**config.mk**
```make
export PLATFORM = sky130hd
export DESIGN_NAME = pio_bus_master_flat
export DESIGN_NICKNAME = d
export VERILOG_FILES = /design/src/rtl/pio_bus_if.sv /design/src/rtl/pio_bus_master.sv /design/src/flat_wrapper.sv
export SDC_FILE = /design/constraint.sdc
export NUM_CORES = 1
export LEC_CHECK = 0
export CORE_MARGIN = 4
export CORE_UTILIZATION = 48
export DETAILED_ROUTE_END_ITERATION = 12
export PLACE_DENSITY = 0.78
export SLEW_MARGIN = 40
export SYNTH_ARGS = -nofsm -noshare
export SYNTH_HDL_FRONTEND = slang
export SYNTH_SLANG_ARGS = --single-unit
```
**constraint.sdc**
```tcl
create_clock -name clk -period 2.9 [get_ports clk]
set_input_delay 0.29 -clock clk [delete_from_list [all_inputs] [get_ports clk]]
set_output_delay 0.29 -clock clk [all_outputs]
set_load 0.03 [all_outputs]
```
**src/rtl/pio_bus_if.sv**
```systemverilog
// pio_bus_if: request/response handshake plus the 8-bit CPU-style peripheral
// bus, bundled for pio_bus_master.
//   req_valid/req_ready/req_write/req_addr/req_wdata : request channel
//   rsp_valid/rsp_write/rsp_rdata                    : completion channel
//   busy                                             : transaction in progress
//   addr/data_tx/data_rx/cs_n/oe_n/we_n              : peripheral bus pins
// Modport master is the bus initiator's view; slave is the opposite side
// (command source plus bus responder).
interface pio_bus_if #(
    parameter int ADDR_W = 2,
    parameter int DATA_W = 8
);
    logic              req_valid;
    logic              req_ready;
    logic              req_write;
    logic [ADDR_W-1:0] req_addr;
    logic [DATA_W-1:0] req_wdata;
    logic              rsp_valid;
    logic              rsp_write;
    logic [DATA_W-1:0] rsp_rdata;
    logic              busy;
    logic [ADDR_W-1:0] addr;
    logic [DATA_W-1:0] data_tx;
    logic [DATA_W-1:0] data_rx;
    logic              cs_n;
    logic              oe_n;
    logic              we_n;

    modport master (
        input  req_valid, req_write, req_addr, req_wdata, data_rx,
        output req_ready, rsp_valid, rsp_write, rsp_rdata, busy,
        output addr, data_tx, cs_n, oe_n, we_n
    );

    modport slave (
        output req_valid, req_write, req_addr, req_wdata, data_rx,
        input  req_ready, rsp_valid, rsp_write, rsp_rdata, busy,
        input  addr, data_tx, cs_n, oe_n, we_n
    );
endinterface

```
**src/rtl/pio_bus_master.sv**
```systemverilog
// pio_bus_master: turns single-word valid/ready requests into timed read or
// write cycles on the peripheral bus (setup, strobe, hold), then emits a
// one-cycle response pulse carrying read data.
// Ports:
//   clk   : system clock
//   reset : synchronous, active-low reset
//   bus   : pio_bus_if.master (request, response and bus pins)
// All bus pins are registered; req_ready depends only on state and reset.
module pio_bus_master #(
    parameter int ADDR_W     = 2,
    parameter int DATA_W     = 8,
    parameter int SETUP_CYC  = 1,
    parameter int STROBE_CYC = 2,
    parameter int HOLD_CYC   = 1
) (
    input logic       clk,
    input logic       reset,
    pio_bus_if.master bus
);

    // Phase lengths must fit the 4-bit phase counter and be non-zero.
    if (SETUP_CYC < 1 || SETUP_CYC > 15) begin : g_bad_setup
        $error("pio_bus_master: SETUP_CYC must be 1..15");
    end
    if (STROBE_CYC < 1 || STROBE_CYC > 15) begin : g_bad_strobe
        $error("pio_bus_master: STROBE_CYC must be 1..15");
    end
    if (HOLD_CYC < 1 || HOLD_CYC > 15) begin : g_bad_hold
        $error("pio_bus_master: HOLD_CYC must be 1..15");
    end

    typedef enum logic [2:0] {
        IDLE,
        SETUP,
        STROBE,
        HOLD,
        RESP
    } state_t;

    state_t            state;
    logic [3:0]        cnt;    // cycles left in the current phase, incl. this one
    logic              wr_q;   // latched transaction type
    logic [DATA_W-1:0] rx_q;   // data_rx sampled at the end of the strobe

    assign bus.req_ready = (state == IDLE) && reset;

    // NOTE: all state is updated with non-blocking assignments so every
    // register samples the pre-edge values, independent of statement order.
    always_ff @(posedge clk) begin
        if (!reset) begin
            state         <= IDLE;
            cnt           <= '0;
            wr_q          <= 1'b0;
            rx_q          <= '0;
            bus.cs_n      <= 1'b1;
            bus.oe_n      <= 1'b1;
            bus.we_n      <= 1'b1;
            bus.addr      <= '0;
            bus.data_tx   <= '0;
            bus.rsp_valid <= 1'b0;
            bus.rsp_write <= 1'b0;
            bus.rsp_rdata <= '0;
            bus.busy      <= 1'b0;
        end else begin
            case (state)
                IDLE: begin
                    // req_ready is implied here: IDLE with reset released.
                    if (bus.req_valid) begin
                        wr_q        <= bus.req_write;
                        bus.addr    <= bus.req_addr;
                        bus.data_tx <= bus.req_write ? bus.req_wdata : '0;
                        cnt         <= 4'(SETUP_CYC);
                        bus.busy    <= 1'b1;
                        state       <= SETUP;
                    end
                end
                SETUP: begin
                    if (cnt == 4'd1) begin
                        cnt      <= 4'(STROBE_CYC);
                        bus.cs_n <= 1'b0;
                        bus.oe_n <= wr_q;
                        bus.we_n <= !wr_q;
                        state    <= STROBE;
                    end else begin
                        cnt <= cnt - 4'd1;
                    end
                end
                STROBE: begin
                    if (cnt == 4'd1) begin
                        // Sample at the edge that ends the last strobe cycle,
                        // while the responder is still driving.
                        if (!wr_q) rx_q <= bus.data_rx;
                        cnt      <= 4'(HOLD_CYC);
                        bus.cs_n <= 1'b1;
                        bus.oe_n <= 1'b1;
                        bus.we_n <= 1'b1;
                        state    <= HOLD;
                    end else begin
                        cnt <= cnt - 4'd1;
                    end
                end
                HOLD: begin
                    if (cnt == 4'd1) begin
                        bus.rsp_valid <= 1'b1;
                        bus.rsp_write <= wr_q;
                        if (!wr_q) bus.rsp_rdata <= rx_q;
                        state         <= RESP;
                    end else begin
                        cnt <= cnt - 4'd1;
                    end
                end
                RESP: begin
                    bus.rsp_valid <= 1'b0;
                    bus.busy      <= 1'b0;
                    state         <= IDLE;
                end
                default: state <= IDLE;
            endcase
        end
    end

endmodule

```
**src/flat_wrapper.sv**
```systemverilog
// flat-port wrapper written by rule: the top's interface ports become plain ports
module pio_bus_master_flat 
#(
    parameter int ADDR_W     = 2,
    parameter int DATA_W     = 8,
    parameter int SETUP_CYC  = 1,
    parameter int STROBE_CYC = 2,
    parameter int HOLD_CYC   = 1
)
  (clk, reset, bus_req_valid, bus_req_write, bus_req_addr, bus_req_wdata, bus_data_rx, bus_req_ready, bus_rsp_valid, bus_rsp_write, bus_rsp_rdata, bus_busy, bus_addr, bus_data_tx, bus_cs_n, bus_oe_n, bus_we_n);
  pio_bus_if #(.ADDR_W(ADDR_W), .DATA_W(DATA_W)) bus_i ();
  input logic clk;
  input logic reset;
  input wire logic [$bits(bus_i.req_valid)-1:0] bus_req_valid;
  input wire logic [$bits(bus_i.req_write)-1:0] bus_req_write;
  input wire logic [$bits(bus_i.req_addr)-1:0] bus_req_addr;
  input wire logic [$bits(bus_i.req_wdata)-1:0] bus_req_wdata;
  input wire logic [$bits(bus_i.data_rx)-1:0] bus_data_rx;
  output wire logic [$bits(bus_i.req_ready)-1:0] bus_req_ready;
  output wire logic [$bits(bus_i.rsp_valid)-1:0] bus_rsp_valid;
  output wire logic [$bits(bus_i.rsp_write)-1:0] bus_rsp_write;
  output wire logic [$bits(bus_i.rsp_rdata)-1:0] bus_rsp_rdata;
  output wire logic [$bits(bus_i.busy)-1:0] bus_busy;
  output wire logic [$bits(bus_i.addr)-1:0] bus_addr;
  output wire logic [$bits(bus_i.data_tx)-1:0] bus_data_tx;
  output wire logic [$bits(bus_i.cs_n)-1:0] bus_cs_n;
  output wire logic [$bits(bus_i.oe_n)-1:0] bus_oe_n;
  output wire logic [$bits(bus_i.we_n)-1:0] bus_we_n;
  assign bus_i.req_valid = bus_req_valid;
  assign bus_i.req_write = bus_req_write;
  assign bus_i.req_addr = bus_req_addr;
  assign bus_i.req_wdata = bus_req_wdata;
  assign bus_i.data_rx = bus_data_rx;
  assign bus_req_ready = bus_i.req_ready;
  assign bus_rsp_valid = bus_i.rsp_valid;
  assign bus_rsp_write = bus_i.rsp_write;
  assign bus_rsp_rdata = bus_i.rsp_rdata;
  assign bus_busy = bus_i.busy;
  assign bus_addr = bus_i.addr;
  assign bus_data_tx = bus_i.data_tx;
  assign bus_cs_n = bus_i.cs_n;
  assign bus_oe_n = bus_i.oe_n;
  assign bus_we_n = bus_i.we_n;
  pio_bus_master #(.ADDR_W(ADDR_W), .DATA_W(DATA_W), .SETUP_CYC(SETUP_CYC), .STROBE_CYC(STROBE_CYC), .HOLD_CYC(HOLD_CYC)) u_core (.clk(clk), .reset(reset), .bus(bus_i));
endmodule
```
# Word level (Yosys, flattened, before mapping)
# Index checks and enable logic that the tools add are counted.
# op_classes
add_sub_neg	1
n_eq_ne	10
muxes	21
bitwise	1
n_reduce_logical	16
# ops
cell	n
$mux W4	4
$pmux W4 S4	1
$mux W3	4
$pmux W3 S4	1
$reduce_and A3 Y1	4
$pmux W1 S2	5
$mux W8	1
$reduce_and A2 Y1	4
$eq A3 B2 Y1 const B	2
$ne A2 B1 Y1 const B	3
$reduce_bool A2 Y1	3
$mux W1	5
$eq A4 B1 Y1 const B	1
$ne A2 B2 Y1 const B	2
$reduce_and A4 Y1	1
$reduce_bool A4 Y1	1
$sub A4 B1 Y4 const B	1
$eq A3 B1 Y1 const B	1
$eq A3 B3 Y1 const B	1
$logic_not A3 Y1	1
$logic_and A1 B1 Y1	1
$logic_not A1 Y1	1
$not A1 Y1	1
# word_totals
ff_bits	40
inputBits	22
word_cells	62

# Logic depth before layout (Yosys ltp)
# Gate-level depths: netlist of the first run.
# logic_depth
word_depth	3
mapped_depth	6
depth_no_buf	5

# Worst setup path before layout of the first run
# OpenSTA, ideal clock, no wires.
# synth_path
path_kind	reg2reg
from	reg u_core.cnt[1]
to	reg u_core.bus.rsp_rdata[0]
setup_ps	72
t_arrival_ps	1590
t_required_ps	2828
setup_slack_ps	1238
path_stages_with_launch	6
n_path_buf	0
period_less_slack_ps	1662
path_cell_list	dfxtp_1 inv_1 ha_1 or4b_4 nor3_4 mux2i_1
# synth_via
elab_chain_len	2
# synth_rtl
item	line	rtl
start, declared	pio_bus_master.sv:41	logic [3:0] cnt;
start signal, assigned	pio_bus_master.sv:72	cnt <= 4'(SETUP_CYC);
start signal, assigned	pio_bus_master.sv:79	cnt <= 4'(STROBE_CYC);
start signal, assigned	pio_bus_master.sv:85	cnt <= cnt - 4'd1;
$eq A4 B1 Y1	pio_bus_master.sv:103	if (cnt == 4'd1) begin
$reduce_and A3 Y1 (no line)	-	
end signal, assigned	pio_bus_master.sv:106	if (!wr_q) bus.rsp_rdata <= rx_q;
end, declared	pio_bus_if.sv:31	output req_ready, rsp_valid, rsp_write, rsp_rdata, busy,
# Every way passes these cells.
# A chain may end at the register's enable or synchronous reset.

# Worst setup path after layout of the first run
# layout_path
from	reg u_core.state[1]
to	out bus_req_ready
# layout_via
elab_chain_len	2
# layout_rtl
item	line	rtl
start, declared	pio_bus_master.sv:40	state_t state;
start signal, assigned	pio_bus_master.sv:51	state <= IDLE;
start signal, assigned	pio_bus_master.sv:74	state <= SETUP;
start signal, assigned	pio_bus_master.sv:83	state <= STROBE;
$logic_not A3 Y1	pio_bus_master.sv:45	assign bus.req_ready = (state == IDLE) && reset;
$logic_and A1 B1 Y1	pio_bus_master.sv:45	
end, declared	flat_wrapper.sv:19	output wire logic [$bits(bus_i.req_ready)-1:0] bus_req_ready;
# Every way passes these cells.

==> impl_metrics.tcl, run 1 <==
set metrics [dict create \
    tightest_slew_ps 663 \
    avgRoutedWirePerCell_microns 13.6 \
    nFillCells 302 \
    gp_congestion 0.886 \
    slew_headroom_pct 55.7 \
    crit_slowest_cell "clkdlybuf4s50_1" \
    postCtsHoldBufs 0 \
    die_w_microns 68.1 \
    worstHoldPathType "reg2reg" \
    syn_area_per_cell_sq_um 8.53 \
    route.detailed.drc 0 \
    min_period_ps 2340 \
    cp.arrival_ps 2050 \
    ys_seq_area_share_pct 46.2 \
    viasPerCell 5.46 \
    cts_setup_buffers 0 \
    cts_resized 0 \
    rsz0062_at_grt "no" \
    htreeDepth 2 \
    drv_cap 0 \
    reg2reg_setup_slack_ps 890 \
    clkLatencyLatePin_ps 340 \
    worst_ep_required_time_ps 2610 \
    drt_iter0_drc 96 \
    cp_slowest_stage_delay_ps 670 \
    synth_edf_count 0 \
    yosys_warnings 0 \
    grt_overflow 0 \
    fin_area_sq_mm 0.00230 \
    grt_usage_pct 18.4 \
    drive_gt1_share_pct 8.98 \
    setup_viol 0 \
    powerDensity_mw_per_mm2 575 \
    antenna_found_initial 0 \
    clkTransAtPathRegs_ps 120 \
    p_leak_nw 0.780 \
    slew_violations 0 \
    async_flop_share_pct 0 \
    place_area_sq_mm 0.00222 \
    synthCells 203 \
    cp_max_fo 16 \
    skew_ps 9.06 \
    crit_type "reg2out" \
    core.rowCount 21 \
    status "complete, no violations" \
    numCtsBuffers 5 \
    timing.critical_path.cells "or2_2, nor2_1, clkdlybuf4s50_1" \
    syn_area_sq_mm 0.00173 \
    coreArea_sq_mm 0.00342 \
    crit_family "buffers and inverters" \
    dieArea_sq_mm 0.00463 \
    fmax_ghz 0.428 \
    period_share_pct 80.6 \
    grt_first_pass_wirelength_microns 6560 \
    synth_flop_cell "dfxtp_1" \
    final_nets 268 \
    grt_pass1_vias 1455 \
    crit_buf_inv 1 \
    drt-total-wl_microns 3960 \
    final_util_pct 67.4 \
    synth.distinct_cells 36 \
    io_pins 47 \
    port_buffers 46 \
    antenna_cells 0 \
    syn_to_final_growth_pct 33.0 \
    irDropWorstVdd_v 0.000370 \
    clock_path_buffers 2 \
    hpwl_microns 2830 \
    hold_viol_final 0 \
    cts_tree "built" \
    start_util_pct 50.7 \
    drt.antenna.violating_nets 0 \
    cts.sinks 40 \
    setup_tns_ps 0 \
    vias 1590 \
    dieHeight_microns 68.1 \
    firstDrtPassIters 4 \
    cts-root-buf "clkbuf_4" \
    cp-start-kind "flip-flop" \
    grt_max_degree 22 \
    crit_path_end_kind "primary output" \
    ys_seq_elements 40 \
    syn_nets 227 \
]
## stage by stage
stage,setup WS (ps),hold slack (ps),std cells,power (mW)
2_1_floorplan,1240,426,203,0.856
3_3_place_gp,927,439,283,0.977
3_5_place_dp,927,448,283,0.977
4_1_cts,566,463,291,1.33
5_1_grt,444,484,291,1.39
6_report,562,460,291,1.32
## synthesized netlist by cell type (2+ instances only)
cell	n	area share [%]
a211oi_1	5	2.2
a21oi_1	25	7.2
buf_2	5	1.4
clkbuf_1	10	2.2
dfxtp_1	40	46
ha_1	2	1.4
inv_1	8	1.7
mux2i_1	9	5.2
nand2_1	33	7.2
nand3_1	17	4.9
nor2_1	5	1.1
nor3b_1	3	1.3
nor4b_1	2	1.0
o21ai_0	12	3.5
o221a_2	2	1.3
o22ai_1	2	0.72
or3_1	2	0.72
or4_1	2	0.87
or4b_2	2	1.2
## routing by layer
metal / vias to the layer above / GRT usage (%) / share of wire [%]
met3: 8 / 4.60 / 5.2
li1: 802 / - / -
met5: - / 0 / 0
met4: 0 / 5.96 / 1.3
met2: 48 / 27.7 / 44
met1: 732 / 25.6 / 50
## placed cells by master, fill, tap and decap left out
cell and instances:
a21oi_1 25, o2111a_1 1, bufinv_16 1, ha_1 2
a2111oi_0 1, clkinv_2 1, nand4_1 1, clkdlybuf4s50_1 46
nor3_1 1, nand2b_1 1, o211a_1 1, nand2_1 33
o41ai_1 1, dfxtp_1 40, mux2i_1 9, o311a_1 1
o22ai_1 2, nor3b_2 1, o221a_2 2, nor3_4 1
buf_4 4, a311oi_1 1, or3b_2 1, nor2_1 5
o21ai_0 12, or2_2 1, nor4bb_1 1, clkbuf_4 5
nand3_1 17, clkbuf_1 1, xnor2_1 1, clkinv_1 1
inv_1 8, or3_1 2, or4b_2 2, nor3b_1 2
a211oi_1 5, or4b_4 1, or4_1 2, nor4b_2 2
## power breakdown
part           switching (mW)  total (mW)  internal [mW]
Clock                   0.174       0.355          0.181
Sequential             0.0484       0.635          0.587
Combinational           0.185       0.334          0.149
## state kept, by name (all words and copies together) (netlist names)
register / cells
u_core.bus.busy: 1
u_core.bus.cs_n: 1
u_core.bus.rsp_write: 1
u_core.bus.rsp_rdata: 8
u_core.bus.rsp_valid: 1
u_core.wr_q: 1
u_core.cnt: 4
u_core.bus.we_n: 1
u_core.rx_q: 8
u_core.bus.oe_n: 1
u_core.bus.data_tx: 8
u_core.bus.addr: 2
u_core.state: 3
## cell type report
class | instances | area, sq um | share of cell area, %
well taps | 46 | 57.6 | 2.50
clock buffers | 6 | 41.3 | 1.79
repair buffers | 50 | 490 | 21.3
flip-flops and latches | 40 | 801 | 34.8
inverters | 9 | 33.8 | 1.47
clock inverters | 2 | 35.0 | 1.52
multi-input cells | 138 | 845 | 36.7
## worst min-delay path: cells and delay by family (launching register included)
family	cells	cell delay, ps
and+or+nand+nor	1	50
AOI/OAI and AO/OA	1	50
DFF	1	330
## final timing paths
path | endpoint | cells after the start | startpoint
worst max-delay path | bus_req_ready | 3 | u_core.state[1]
worst min-delay path | u_core.bus.data_tx[2] | 2 | u_core.bus.data_tx[2]
worst max register to register | u_core.bus.rsp_rdata[7] | 5 | u_core.cnt[1]
worst min register to register | u_core.bus.data_tx[2] | 2 | u_core.bus.data_tx[2]
## cells by family after synthesis
| group | Yosys count | synth area share (%) |
|---|---|---|
| AND/OR/NAND/NOR | 74 | 22.4 |
| adder cells (fa/ha/maj) | 2 | 1.44 |
| XOR/XNOR | 1 | 0.506 |
| flip-flops | 40 | 46.2 |
| multiplexers | 9 | 5.20 |
| buffers and inverters | 25 | 6.00 |
| AO/OA/AOI/OAI | 52 | 18.2 |
Note: power is estimated with default switching activity, not from simulation.
==> run 2: changes to the inputs <==
CORE_UTILIZATION = 43   (was 48)
PLACE_DENSITY = 0.73   (was 0.78)
clock period = 2.1 ns   (was 2.9 ns; I/O delays follow)
==> run 2 against run 1 <==
Against the previous run:
- routed wire length up 1.3%
- sequential power up 38%
- non-clock buffer count grew 3
- via count shrank 0.38%
- critical endpoint is now u_core.bus.rsp_rdata[7]
- first-iteration DRC count grew 44%
- worst hold slack lost 2.4 ps
- clock-buffer cell count is 1 higher
- cell area is 2.9% higher
==> impl_metrics.tcl, run 2 (synthesized netlist as in run 1, its figures left out) <==
set metrics [dict create \
    crit_start "u_core.cnt[0]" \
    core.rowCount 22 \
    final_cell_mix "clkdlybuf4s50_1 (45), dfxtp_1 (40), nand2_1 (33)" \
    reg2reg_depth 5 \
    setup_tns_ps 0 \
    gp_congestion 0.948 \
    hold_viol_final 0 \
    cp_max_fo 14 \
    hpwl_microns 2860 \
    coreArea_sq_mm 0.00377 \
    clockPowerShare_pct 33.6 \
    switching_share_pct 28.5 \
    cts_setup_buffers 0 \
    nFillCells 336 \
    numCtsBuffers 5 \
    hp-start "u_core.bus.data_tx[0]" \
    period_share_pct 88.7 \
    dieArea_sq_mm 0.00511 \
    final_nets 271 \
    dieHeight_microns 71.5 \
    p_int_mw 1.44 \
    worstHoldPathType "reg2reg" \
    worst_ep_required_time_ps 2310 \
    post-place-ws_ps 242 \
    avgRoutedWirePerCell_microns 13.5 \
    final_common_cell "clkdlybuf4s50_1" \
    slew_headroom_pct 56.3 \
    r2r_start "u_core.cnt[0]" \
    setup_viol 0 \
    postCtsHoldBufs 0 \
    antenna_found_initial 0 \
    endpoint "u_core.bus.rsp_rdata[7]" \
    p_leak_nw 0.816 \
    io_pins 47 \
    powerDensity_mw_per_mm2 847 \
    vias 1584 \
    viasPerCell 5.35 \
    clock_path_buffers 2 \
    syn_to_final_growth_pct 36.9 \
    min_period_ps 1860 \
    cts_resized 0 \
    drive_gt1_share_pct 10.5 \
    antenna_cells 0 \
    cts-root-buf "clkbuf_8" \
    fin_ws_ps 238 \
    cts.sinks 40 \
    grt_overflow 0 \
    reg2reg_setup_slack_ps 240 \
    rsz0062_at_grt "no" \
    clkLatencyLatePin_ps 290 \
    p_switching_mw 0.572 \
    crit_type "reg2reg" \
    skew_ps 12.9 \
    port_buffers 46 \
    slew_violations 0 \
    die_w_microns 71.5 \
    clkTransAtPathRegs_ps 80 \
    pwr-share-seq_pct 43.6 \
    crit_path_end_kind "flip-flop" \
    largestRegisters "u_core.bus.data_tx: 8 flops, u_core.bus.rsp_rdata: 8 flops, u_core.rx_q: 8 flops" \
    cp-start-kind "flip-flop" \
    worstReg2RegEnd "u_core.bus.rsp_rdata[7]" \
    firstDrtPassIters 5 \
    cts_tree "built" \
    tightest_slew_ps 655 \
    grt_first_pass_wirelength_microns 6840 \
    grt_pass1_vias 1491 \
    cp.arrival_ps 2070 \
    grt_max_degree 20 \
    fmax_ghz 0.537 \
    route.detailed.drc 0 \
    irDropWorstVdd_v 0.000622 \
    status "complete, no violations" \
    drv_cap 0 \
    drt-total-wl_microns 4010 \
    htreeDepth 2 \
    drt.antenna.violating_nets 0 \
    grt_usage_pct 16.6 \
    comb_power_share_pct 22.8 \
    drt_iter0_drc 138 \
    start_util_pct 45.9 \
]
==> run 2: changes by cell type in the layout (fill, tap and decap cells not counted) <==
cell             previous run  this run
clkbuf_8                    0         7
clkbuf_4                    5         0
buf_4                       4         8
clkbuf_1                    1         0
clkdlybuf4s50_1            46        45
clkinv_2                    1         0
nor3b_1                     2         3
nor3b_2                     1         0
==> run 2: through the flow <==
step / util, % / total power [mW] / cells / instance area [sq um] / hold slack [ps]
5_1_grt: 62.9 / 2.11 / 296 / 2370 / 474
2_1_floorplan: - / 1.18 / 203 / 1730 / 346
3_5_place_dp: 59.5 / 1.35 / 288 / 2240 / 448
6_report: 62.9 / 2.01 / 296 / 2370 / 457
3_3_place_gp: 59.5 / 1.35 / 288 / 2240 / 442
4_1_cts: 62.9 / 2.02 / 296 / 2370 / 461
==> run 2: worst max-delay path: stages (launching register included) <==
cell and delay, ps:
dfxtp_1 380, ha_1 230, or4b_4 590, nor3_4 140
buf_4 220, mux2i_1 210
==> run 2: layout make-up <==
cell class / instances / area [sq um] / share of cell area, %
tap: 48 / 60.1 / 2.53
sequential: 40 / 801 / 33.8
clock inverter: 1 / 30.0 / 1.27
clock buffer: 7 / 96.3 / 4.06
inverter: 9 / 33.8 / 1.42
multi-input combinational: 138 / 840 / 35.4
timing repair buffer: 53 / 510 / 21.5
==> run 2: worst min path at each step <==
stage                                         end  slack [ps]  cells past startpoint
after global routing           u_core.bus.addr[1]         470                      3
after detailed placement  u_core.bus.rsp_rdata[4]         450                      2
after CTS                      u_core.bus.addr[0]         460                      3
after global placement      u_core.bus.data_tx[1]         440                      2
final                       u_core.bus.data_tx[0]         460                      2
after floorplan                u_core.bus.addr[0]         350                      2
==> run 2: layer usage <==
metal  up-vias  global-route usage [%]  routed length, microns
met3        11                    5.05                     230
met2        43                    24.0                    1750
met5         -                       0                       0
met1       726                    23.2                    1930
li1        804                       -                       -
met4         0                    6.26                      97
==> run 2: power by group through the flow <==
stage	combinational, mW	clock, mW	sequential (mW)
after floorplan	0.269	0	0.914
after global placement	0.457	0	0.892
after detailed placement	0.456	0	0.892
after CTS	0.459	0.691	0.875
after global routing	0.502	0.725	0.887
final	0.457	0.676	0.875
